===== src/rtl/piso_serializer_pkg.sv =====
// Shared types and constants for the parallel-in/serial-out serializer.
package piso_pkg;

    typedef enum logic [1:0] {
        IDLE   = 2'd0,
        SHIFT  = 2'd1,
        PARITY = 2'd2,
        DONE   = 2'd3
    } piso_state_t;

    localparam logic DIR_LSB_FIRST = 1'b0;
    localparam logic DIR_MSB_FIRST = 1'b1;

endpackage


===== src/rtl/piso_serializer_bit_counter.sv =====
// Frame bit counter: loads WIDTH, decrements on enable, flags the last remaining bit.
module piso_bit_counter #(
    parameter int WIDTH = 4,
    localparam int CW = $clog2(WIDTH + 1)
) (
    input  logic clk,
    input  logic reset,
    input  logic load,
    input  logic dec,
    output logic last_bit
);

    logic [CW-1:0] count_r;
    logic [CW-1:0] count_next_s;

    // Next count: load has priority; decrement saturates at zero.
    always_comb begin
        count_next_s = count_r;
        if (load) begin
            count_next_s = CW'(WIDTH);
        end else if (dec && (count_r != {CW{1'b0}})) begin
            count_next_s = count_r - CW'(1);
        end else begin
            count_next_s = count_r;
        end
    end

    // Count register with registered last-bit flag.
    always_ff @(posedge clk or negedge reset) begin
        if (!reset) begin
            count_r  <= {CW{1'b0}};
            last_bit <= 1'b0;
        end else begin
            count_r  <= count_next_s;
            last_bit <= (count_next_s == CW'(1));
        end
    end

endmodule


===== src/rtl/piso_serializer.sv =====
// PISO serializer with selectable bit order; optional even-parity trailer bit
// is compiled in when PISO_PARITY_EN is defined.
module piso_serializer
    import piso_pkg::*;
#(
    parameter int WIDTH = 4
) (
    input  logic             clk,
    input  logic             reset,
    input  logic [WIDTH-1:0] load_data,
    input  logic             load_valid,
    output logic             load_ready,
    input  logic             direction,
    input  logic             shift_en,
    output logic             serial_out,
    output logic             serial_valid,
    output logic             busy,
    output logic             done
);

    function automatic logic even_parity(input logic [WIDTH-1:0] d);
        return ^d;
    endfunction

    piso_state_t      state_r, state_next_s;
    logic [WIDTH-1:0] shreg_r, shreg_next_s;
    logic             dir_r, dir_next_s;
    logic             cnt_load_s, cnt_dec_s, last_bit_s;
    logic             serial_next_s;
`ifdef PISO_PARITY_EN
    logic             parity_r, parity_next_s;
`endif

    piso_bit_counter #(.WIDTH(WIDTH)) u_counter (
        .clk      (clk),
        .reset    (reset),
        .load     (cnt_load_s),
        .dec      (cnt_dec_s),
        .last_bit (last_bit_s)
    );

    // Next-state, datapath updates, and next serial bit.
    always_comb begin
        state_next_s  = state_r;
        shreg_next_s  = shreg_r;
        dir_next_s    = dir_r;
        cnt_load_s    = 1'b0;
        cnt_dec_s     = 1'b0;
        serial_next_s = 1'b0;
`ifdef PISO_PARITY_EN
        parity_next_s = parity_r;
`endif
        case (state_r)
            IDLE: begin
                if (load_valid && load_ready) begin
                    shreg_next_s = load_data;
                    dir_next_s   = direction;
                    cnt_load_s   = 1'b1;
                    state_next_s = SHIFT;
`ifdef PISO_PARITY_EN
                    parity_next_s = even_parity(load_data);
`endif
                end else begin
                    state_next_s = IDLE;
                end
            end
            SHIFT: begin
                if (shift_en) begin
                    cnt_dec_s = 1'b1;
                    if (dir_r == DIR_MSB_FIRST) begin
                        shreg_next_s = {shreg_r[WIDTH-2:0], 1'b0};
                    end else begin
                        shreg_next_s = {1'b0, shreg_r[WIDTH-1:1]};
                    end
                    if (last_bit_s) begin
`ifdef PISO_PARITY_EN
                        state_next_s = PARITY;
`else
                        state_next_s = DONE;
`endif
                    end else begin
                        state_next_s = SHIFT;
                    end
                end else begin
                    state_next_s = SHIFT;
                end
            end
`ifdef PISO_PARITY_EN
            PARITY: begin
                if (shift_en) begin
                    state_next_s = DONE;
                end else begin
                    state_next_s = PARITY;
                end
            end
`endif
            DONE: begin
                state_next_s = IDLE;
            end
            default: begin
                state_next_s = IDLE;
            end
        endcase

        // Outputs are registered, so the bit presented next cycle comes from next-state values.
        case (state_next_s)
            SHIFT: begin
                if (dir_next_s == DIR_MSB_FIRST) begin
                    serial_next_s = shreg_next_s[WIDTH-1];
                end else begin
                    serial_next_s = shreg_next_s[0];
                end
            end
`ifdef PISO_PARITY_EN
            PARITY: begin
                serial_next_s = parity_next_s;
            end
`endif
            default: begin
                serial_next_s = 1'b0;
            end
        endcase
    end

    // State, datapath and registered outputs.
    always_ff @(posedge clk or negedge reset) begin
        if (!reset) begin
            state_r      <= IDLE;
            shreg_r      <= {WIDTH{1'b0}};
            dir_r        <= DIR_LSB_FIRST;
            load_ready   <= 1'b1;
            serial_out   <= 1'b0;
            serial_valid <= 1'b0;
            busy         <= 1'b0;
            done         <= 1'b0;
        end else begin
            state_r      <= state_next_s;
            shreg_r      <= shreg_next_s;
            dir_r        <= dir_next_s;
            load_ready   <= (state_next_s == IDLE);
            serial_out   <= serial_next_s;
            serial_valid <= (state_next_s == SHIFT) || (state_next_s == PARITY);
            busy         <= (state_next_s != IDLE);
            done         <= (state_next_s == DONE);
        end
    end

`ifdef PISO_PARITY_EN
    // Parity bit captured with the word.
    always_ff @(posedge clk or negedge reset) begin
        if (!reset) begin
            parity_r <= 1'b0;
        end else begin
            parity_r <= parity_next_s;
        end
    end
`endif

endmodule

===== config.mk =====
export PLATFORM = sky130hd
export DESIGN_NAME = piso_serializer
export DESIGN_NICKNAME = d
export VERILOG_FILES = /design/src/rtl/piso_serializer_pkg.sv /design/src/rtl/piso_serializer_bit_counter.sv /design/src/rtl/piso_serializer.sv
export SDC_FILE = /design/constraint.sdc
export NUM_CORES = 1
export LEC_CHECK = 0
export CORE_ASPECT_RATIO = 1.2
export CORE_MARGIN = 2
export CORE_UTILIZATION = 35
export CTS_CLUSTER_DIAMETER = 50
export DETAILED_ROUTE_END_ITERATION = 8
export PLACE_DENSITY = 0.56
export SYNTH_ARGS = -nofsm -noshare
export SYNTH_HDL_FRONTEND = slang
export SYNTH_SLANG_ARGS = --single-unit

===== constraint.sdc =====
create_clock -name clk -period 1.6 [get_ports clk]
set_input_delay 0.4 -clock clk [delete_from_list [all_inputs] [get_ports clk]]
set_output_delay 0.4 -clock clk [all_outputs]
set_load 0.02 [all_outputs]

==> results of run 1 <==
-- final timing paths --
check / slack (ns) / from / endpoint / cells past startpoint
worst min-delay path: 0.43 / reset / serial_out$_DFF_PN0_ / 2
worst max-delay path: -0.1 / load_ready$_DFF_PN1_ / serial_out$_DFF_PN0_ / 5
worst min register to register: 0.53 / shreg_r[3]$_DFF_PN0_ / shreg_r[3]$_DFF_PN0_ / 2
max in group asynchronous: 0.92 / reset / load_ready$_DFF_PN1_ / 2
min in group clk: 0.53 / shreg_r[3]$_DFF_PN0_ / shreg_r[3]$_DFF_PN0_ / 2
worst max register to register: -0.1 / load_ready$_DFF_PN1_ / serial_out$_DFF_PN0_ / 5
-- placed cells by master, fill, tap and decap left out --
cell type	instances
mux2i_1	3
dlygate4sd2_1	4
clkbuf_4	3
mux2_4	1
ha_2	2
inv_1	6
clkbuf_8	1
nand3b_1	1
and2_2	1
nor2_1	4
o21ai_0	1
nand2b_1	1
nor2_2	1
buf_2	1
a32oi_1	1
a211o_1	1
and2_4	1
nor4bb_1	1
ha_1	3
nor3b_1	1
a2111oi_4	1
and3b_2	1
xnor2_1	1
nor3_1	1
a21oi_1	2
inv_2	1
a311oi_2	1
nand2_1	3
a221o_2	2
clkdlybuf4s50_1	8
dfstp_2	1
buf_4	13
and4bb_2	1
o21bai_1	1
or2_2	1
dfrtp_1	15
-- metal layers --
metal / wire length, um / part of all wire, % / vias to the layer above
met5: 0 / 0 / -
met4: 15 / 1.0 / 0
met3: 43 / 2.9 / 2
met2: 738 / 49 / 11
met1: 701 / 47 / 258
li1: - / - / 276
-- registers in the layout, indices dropped and copies added (netlist names) --
signal              cells
serial_valid            1
u_counter.count_r       3
serial_out              1
dir_r                   1
u_counter.last_bit      1
state_r                 2
done                    1
load_ready              1
busy                    1
shreg_r                 4
-- power by group through the flow --
stage	logic, W	registers [W]	clock network, W
final	0.000876	0.000674	0.000267
after CTS	0.000864	0.000676	0.000285
after global routing	0.000966	0.000690	0.000307
after floorplan	0.000461	0.000730	0
after detailed placement	0.000800	0.000688	0
after global placement	0.000798	0.000688	0
-- stage by stage --
step                      total power [W]  instance area, um2  setup WS (ns)  setup TNS, ns
final                             0.00182                1060        -0.0998        -0.0998
after global routing              0.00196                1060         -0.163         -0.173
after CTS                         0.00182                1060         -0.110         -0.110
after detailed placement          0.00149                 996         -0.483          -2.06
after global placement            0.00149                 996         -0.460          -1.92
after floorplan                   0.00119                 768         -0.107         -0.107
-- kinds of logic (layout without fill, tap and decap cells) --
group	Yosys count	in the layout	share of synthesized area, %
fa+ha+maj	5	5	8.14
xor+xnor	1	1	1.14
flops	16	16	52.3
simple gates	18	18	14.5
buf+inv	8	37	4.40
mux	4	4	5.86
compound gates	10	10	13.7
-- layout make-up --
cell class	instances	area, um2
Fill cell	216	1010
Tap cell	30	37.5
Clock buffer	4	36.3
Timing Repair Buffer	26	218
Inverter	7	26.3
Sequential cell	16	402
Multi-Input combinational cell	38	340
-- critical path: stages (launching register included) --
cell and delay [ns]:
dfstp_2 0.53, nor4bb_1 0.25, buf_4 0.18, mux2_4 0.33, a2111oi_4 0.20, a311oi_2 0.08
-- repair_timing --
action                                  in CTS  in global routing
resized for setup                           11                  1
pin swaps                                    4                  3
buffers inserted                             3                  1
endpoints found under the setup margin       7                  3
==> results.md, run 1 <==
* Final antenna-violating net count at 0
* Setup WS post-layout at -0.0998 ns
* Maxcap violations at 0
* Cell taking the most area after synthesis: dfrtp_1
* Vias at 547
* Finished Layout Cells at 121
* I/O Buffers at 13
* Final setup fails at 1
* Slew headroom at 80.5%
* First-pass GRT wire length at 2.55 mm
* EDFF count, synth at 0
* Met2 usage at 20.0%
* Power per Cell Area at 1710 nW/um2
* Seq pwr share at 37.1%
* Area grow syn2layout at 37.9%
* Synth top area cells: dfrtp_1, ha_1, mux2i_1, a2111oi_4, dfstp_2
* Sequential area share after synthesis at 52.3%
* Minimum clock period at 1.70 ns
* Syn. warnings at 0
* Crit start category: flop
* Clock skew at 0.00161 ns
* Final #Nets at 106
* RSZ-0062 raised after global routing: yes
* CTS tree: yes
* Hold buffer count at cts at 0
* Chip width at 46.8 um
* I/O Pins at 14
* Clock Latency Late Sink at 0.28 ns
* Hold Path Class: in -> async
* Area of the die at 2590 um2
* Status: complete, but fails checks
* Std-Cell Rows at 18
* Peak VDD IR at 0.000879 V
* Number of global-route vias before repair at 568
* Total GRT Usage at 13.5%
* Worst Path Arrival at 1.85 ns
* Sw Pwr at 0.000627 W
* Met1 Resource Use GR at 18.7%
* Synth Cell Area at 768 um2
* Crit path kind: reg -> reg
* Final Hold Fails at 0
* Fmax at 588 MHz
* Combinational power share at 48.2%
* Most instantiated cells after synthesis: dfrtp_1, inv_1, ha_1
* Initial Util at 37.1%
* Count leader, synth: dfrtp_1
* Ant diodes at 0
* Area share of the largest cell type after synthesis at 48.9%
* CTS Sinks at 16
* LEAKAGE at 0.518 nW
* Final core utilization at 51.1%
* Pre-antenna DRT Iters at 4
* CP Capture Type: flop
* Least-Margin Pin Slew at 0.292 ns
* Yosys reg bits at 16
* DP Cell Count at 113
* Largest net degree at the start of global routing at 17
* Slew Limit Fails at 0
* Drt initial violations at 5
* Mapped Avg Cell Area at 12.4 um2
* Initial antenna violation count at 0
* Core area at 2070 um2
* CTS root buf: clkbuf_4
* RD Place Congestion at 0.803
* Grt met3 use at 2.29%
* Syn nets at 76
* Max Root-Sink Buffers at 2
* Int Pwr at 0.00119 W
* Most used DFF post-synth: dfrtp_1
* Chip height at 55.3 um
* Crit path max fanout at 4
* Number of CTS-inserted buffers at 3
* Worst-path clk slew at 0.09 ns
* HPWL after DPL at 1.05 mm
* Clock share of power at 14.7%
* DRC Markers at 0
* Gr busiest metal: met2
* Worst Path Required at 1.75 ns
* Hold_ws at 0.428 ns
* Sw frac at 34.5%
* Yosys cell types at 29
* Fraction of layout cells with a size suffix above 1 at 36.3%
* Cells after Synth at 62
* Tcrit/Tclk final at 106%
* WL/cell at 12.4 um
* Via/cell ratio at 4.52
* Synth async-reset ratio at 100%
* Htree depth at 1
* Total length of routed wires at 1.50 mm
* Violated checks: setup timing
* Grt ovf at 0
Power figures use the tool's default switching activity.
==> run 2: changes to the inputs <==
PLACE_DENSITY = 0.54   (was 0.56)
clock period = 1.9 ns   (was 1.6 ns; I/O delays follow)
==> results.md, run 2 (synthesis results as in run 1) <==
* Status: complete, no violations
* Hold Path Class: in -> async
* Largest net degree at the start of global routing at 17 (unchanged)
* Tcrit/Tclk final at 92.6%
* CTS root buf: clkbuf_4
* Peak VDD IR at 0.000790 V (-10%)
* Setup slack, reg-to-reg at 0.19 ns (+0.29 ns)
* First-pass GRT wire length at 2.53 mm (-1.1%)
* Drt initial violations at 4 (-1)
* Crit path max fanout at 4 (unchanged)
* CTS tree: yes
* Max Root-Sink Buffers at 2 (unchanged)
* CP bufs+invs at 2 (+1)
* Total length of routed wires at 1.42 mm (-5.1%)
* WL/cell at 12.4 um (-0.12%)
* CP max-delay cell: clkdlybuf4s50_1
* Area grow syn2layout at 32.2%
* Least-Margin Pin Slew at 0.267 ns (-0.0245 ns)
* DRC Markers at 0 (unchanged)
* Pre-antenna DRT Iters at 4 (unchanged)
* Commonest non-fill, non-tap cell in the layout: dfrtp_1
* Worst Path Required at 2.06 ns (+0.31 ns)
* Number of CTS-inserted buffers at 3 (unchanged)
* Crit-path cells: clkdlybuf4s50_1 > nor4bb_1 > buf_4 > mux2_4 > a2111oi_4 > a311oi_2
* Fraction of layout cells with a size suffix above 1 at 25.9% (-10 points)
* Slew Limit Fails at 0 (unchanged)
* Combinational power share at 44.0% (-4.2 points)
* Place WS at -0.186 ns (+0.297 ns)
* CTS Sinks at 16 (unchanged)
* Core area at 2070 um2 (unchanged)
* Seq pwr share at 40.2% (+3.1 points)
* Largest register FFs at 4 (unchanged)
* Final antenna-violating net count at 0 (unchanged)
* Vias at 516 (-5.7%)
* Clock Latency Late Sink at 0.29 ns (about the same)
* Clock share of power at 15.8% (+1.1 points)
* Final Hold Fails at 0 (unchanged)
* Chip width at 46.8 um (unchanged)
* Slowest stage delay, CP at 0.47 ns (-0.06 ns)
* Int Pwr at 0.000941 W (-21%)
* Cell family with most CP delay: buffers and inverters
* I/O Buffers at 13 (unchanged)
* Crit path kind: in -> reg
* CP Capture Type: flop
* Worst-path clk slew at 0.10 ns (about the same)
* Slew headroom at 82.2% (+1.7 points)
* Htree depth at 1 (unchanged)
* Most flop-heavy register: shreg_r
* Via/cell ratio at 4.49 (-0.75%)
* RSZ-0062 raised after global routing: no
* RD Place Congestion at 0.790 (-1.6%)
* Initial antenna violation count at 0 (unchanged)
* Worst Path Arrival at 1.92 ns (+0.07 ns)
* Chip height at 55.3 um (unchanged)
* # fillers at 212 (-1.9%)
* Final instance area at 1020 um2 (-4.1%)
* Setup WS post-layout at 0.141 ns (+0.241 ns)
* Maxcap violations at 0 (unchanged)
* Worst reg-to-reg path cell count at 5 (unchanged)
* Sw Pwr at 0.000499 W (-21%)
* Total GRT Usage at 13.5% (-0.021 points)
* Sw frac at 34.6% (+0.10 points)
* Fmax at 569 MHz
* Clock skew at 0.00713 ns (+0.00552 ns)
* Critical R2R Capture: serial_out$_DFF_PN0_
* Minimum clock period at 1.76 ns
* Grt ovf at 0 (unchanged)
* Total chip power at 0.00144 W (-21%)
* Crit start category: primary input
* Number of global-route vias before repair at 584 (+2.8%)
* I/O Pins at 14 (unchanged)
* RR Startpoint: load_ready$_DFF_PN1_
* Post-CTS setup buffer count at 0 (-3)
* Initial Util at 37.1% (unchanged)
* Power per Cell Area at 1420 nW/um2 (-17%)
* LEAKAGE at 0.485 nW (-6.3%)
* Final #Nets at 100 (-5.7%)
* Area of the die at 2590 um2 (unchanged)
* Ant diodes at 0 (unchanged)
* Final setup fails at 0 (-1)
* Biggest regs: shreg_r x4, u_counter.count_r x3, state_r x2
* Most frequent cells in the layout: dfrtp_1, clkdlybuf4s50_1, inv_1, buf_4, ha_1
* Placed inst area at 981 um2 (-1.5%)
* HPWL after DPL at 1.08 mm (+2.9%)
* Std-Cell Rows at 18 (unchanged)
## run 2: cell count changes in the layout (fill, tap and decap cells not counted), sizes merged
cell / previous run / this run
dlygate4sd2: 4 / 1
buf: 14 / 7
clkdlybuf4s50: 8 / 12
## run 2: final cells by class
| cell class | instances | area [um2] | share of cell area, % |
|---|---|---|---|
| Timing Repair Buffer | 20 | 181 | 17.9 |
| Tap cell | 30 | 37.5 | 3.69 |
| Clock buffer | 4 | 36.3 | 3.57 |
| Sequential cell | 16 | 402 | 39.5 |
| Inverter | 7 | 26.3 | 2.59 |
| Multi-Input combinational cell | 38 | 333 | 32.8 |
## run 2: worst register-to-register path: cells and delay by family (launching register included)
family                 cells  cell delay [ns]
flip-flops                 1             0.55
multiplexers               1             0.33
AO/OA/AOI/OAI              2             0.27
AND/OR/NAND/NOR            1             0.26
buffers and inverters      1             0.18
## run 2: worst max-delay path by stage
stage | slack (ns) | from | end | cells past startpoint
3_5_place_dp | -0.19 | load_valid | serial_out$_DFF_PN0_ | 6
2_1_floorplan | 0.13 | load_ready$_DFF_PN1_ | serial_out$_DFF_PN0_ | 5
3_3_place_gp | -0.17 | load_valid | serial_out$_DFF_PN0_ | 6
5_1_grt | 0.05 | load_valid | serial_out$_DFF_PN0_ | 6
6_report | 0.14 | load_valid | serial_out$_DFF_PN0_ | 6
4_1_cts | 0.14 | load_valid | serial_out$_DFF_PN0_ | 6
## run 2: stage by stage
step / hold WS (ns) / setup TNS, ns / util [%] / std cells
after floorplan: 0.179 / 0 / - / 62
after CTS: 0.515 / 0 / 49.0 / 115
after global placement: 0.525 / -0.365 / 47.3 / 111
after detailed placement: 0.529 / -0.387 / 47.3 / 111
final: 0.510 / 0 / 49.0 / 115
after global routing: 0.536 / 0 / 49.0 / 115
## run 2: power groups by stage
stage	Clock [W]	Sequential [W]	Combinational, W
after global routing	0.000251	0.000598	0.000719
final	0.000227	0.000579	0.000634
after floorplan	0	0.000615	0.000389
after CTS	0.000241	0.000581	0.000648
after global placement	0	0.000589	0.000644
after detailed placement	0	0.000589	0.000651
## run 2: repair_timing
| action | CTS | global route |
|---|---|---|
| hold buffers | 0 | 0 |
| gates resized for setup | 1 | 0 |
| endpoints found under the setup margin | 1 | 0 |
## run 2: routing by layer
| metal | global-route usage, % | vias up | routed length [um] |
|---|---|---|---|
| li1 | - | 262 | - |
| met1 | 16.0 | 245 | 629 |
| met2 | 21.5 | 7 | 720 |
| met3 | 2.94 | 2 | 57 |
| met4 | 7.14 | 0 | 16 |
| met5 | 0 | - | 0 |
==> edit, RTL diff (settings of run 2) <==
`WIDTH` is set to 4 in 2 places; all go to 8.
--- a/src/rtl/piso_serializer_bit_counter.sv
+++ b/src/rtl/piso_serializer_bit_counter.sv
@@ -1,6 +1,6 @@
 // Frame bit counter: loads WIDTH, decrements on enable, flags the last remaining bit.
 module piso_bit_counter #(
-    parameter int WIDTH = 4,
+    parameter int WIDTH = 8,
     localparam int CW = $clog2(WIDTH + 1)
 ) (
     input  logic clk,
--- a/src/rtl/piso_serializer.sv
+++ b/src/rtl/piso_serializer.sv
@@ -3,7 +3,7 @@
 module piso_serializer
     import piso_pkg::*;
 #(
-    parameter int WIDTH = 4
+    parameter int WIDTH = 8
 ) (
     input  logic             clk,
     input  logic             reset,
Interface: changed (resized load_data); port bits go from 14 to 18. No check against the original RTL was run, so the function may have changed too.
==> edit against run 2 <==
Wire length rose by 44%. Non-clock buffer count up 9. Sequential share of layout area decreased by 0.15 points. First-iteration DRC count grew to 3.5 times the old value. Critical path type unchanged. Power increased by 33%. Worst setup slack worse by 0.051 ns. Die area rose by 28%. Cell area is 32% higher. Sequential cell count increased by 5. Sequential power is 40% higher. Largest cell class unchanged. Highest routed layer unchanged. Area after synthesis grew 30%. Count of clock-buffer cells in the layout down 1.
==> edit: results (changes against run 2) <==
metric,value,unit,change
arrival,1.99,ns,+0.07 ns
wire_per_inst,13.7,um,+11%
fin_skew,0.0118,ns,+0.00468 ns
grt_pass1_wl,3730,um,+48%
drt_iter0_drc,14,,+10
drv_cap,0,,unchanged
r2r_cells,4,,-1
nets,134,,+34%
synth_cell_type_count,30,,+3.4%
final_layout_size_suffix_gt1_share,19.8,%,-6.1 points
synthTopCellsByCount,"20 x dfrtp_1, 9 x nor2_1, 7 x mux2i_1",,
dp_hpwl,1510,um,+40%
ir_drop,677,uV,-14%
grt_pass1_vias,804,,+38%
synth_fp_nets,104,,+37%
vias_per_cell,4.86,,+8.3%
ys_seq_area_share,52.6,%,+0.34 points
worst-path-max-fanout,2,,-2
grt_max_degree,22,,+5
cellLeakagePower,0.633,nW,+31%
port_buffers,17,,+4
yosys-top-cells-area,"dfrtp_1 50%, mux2i_1 7.0%, a221o_1 6.0%",,
num-fill-cells,255,,+20%
clock_latency,0.30,ns,
status,"complete, no violations",,
grt_util_all_layers,14.7,%,+1.3 points
top_regs,"shreg_r (8), u_counter.count_r (4), state_r (2)",,
clkTransAtPathRegs,0.12,ns,+0.02 ns
drt_pass1_iterations,4,,unchanged
place_area,0.00130,sq mm,+33%
gp_congestion,0.690,,-13%
tightest_slew,0.427,ns,+0.160 ns
root_buffer,clkbuf_4,,
largest_register_ff_count,8,,+4
-- edit: changes by cell type after synthesis, moves of 2 or more --
cell,delta
clkbuf_1,+2
and4b_1,+2
nor2_1,+5
a221o_2,-2
mux2i_1,+4
dfrtp_1,+5
a221o_1,+6
nand2_1,+3
-- edit: routing by layer --
layer  part of all wire (%)  GRT usage (%)
met4                    1.1           4.81
met5                      0              0
met2                     51           22.8
met3                    3.1           2.63
met1                     44           20.5
-- edit: timing repair --
item | 4_1_cts | 5_1_grt
setup buffers | 0 | 0
resized for setup | 1 | 1
endpoints found under the setup margin | 1 | 1
pin swaps | 0 | 0
cloned | 0 | 0
-- edit: per-stage QoR --
step / setup WS [ns] / util, % / instances / TNS [ns]
final: 0.0902 / 48.5 / 150 / 0
after floorplan: 0.0458 / - / 87 / 0
after global routing: 0.00271 / 48.5 / 150 / 0
after CTS: 0.0729 / 48.2 / 150 / 0
after global placement: -0.231 / 47.2 / 146 / -1.39
after detailed placement: -0.278 / 47.2 / 146 / -1.66
-- edit: power by group --
group	internal (mW)	leakage (nW)	switching [mW]	total (mW)
clock	0.0782	0.0177	0.129	0.207
sequential	0.638	0.262	0.172	0.810
combinational	0.501	0.354	0.392	0.893
total	1.22	0.633	0.693	1.91
-- edit: path summary, 6_finish.rpt --
| path | startpoint | to | slack [ns] |
|---|---|---|---|
| max | load_valid | serial_out | 0.09 |
| min | reset | busy | 0.51 |
| max reg2reg | load_ready | serial_out | 0.12 |
| min reg2reg | u_counter.last_bit | state_r[1] | 0.53 |
| max in group asynchronous | reset | load_ready | 1.13 |
| min in group clk | u_counter.last_bit | state_r[1] | 0.53 |
-- edit: kinds of logic after synthesis --
kind of cell             share of synthesized area [%]
AO/OA/AOI/OAI                                     11.9
multiplexers                                      8.50
flip-flops                                        52.6
XOR/XNOR                                          1.75
buffers and inverters                             4.25
AND/OR/NAND/NOR                                   16.0
adder cells (fa/ha/maj)                           5.00
-- edit: final cells by class --
class	count	area, sq um	area share [%]
clock buffer	3	22.5	1.68
multi-input combinational	56	447	33.4
clock inverter	1	5.00	0.374
tap	34	42.5	3.18
inverter	6	22.5	1.68
sequential	21	527	39.4
timing repair buffer	29	272	20.3
-- edit: critical path, cell delays in order --
cell,delay (ns)
clkdlybuf4s50_1,0.50
nor4bb_4,0.26
mux2_4,0.34
a2111oi_2,0.33
a311oi_1,0.08
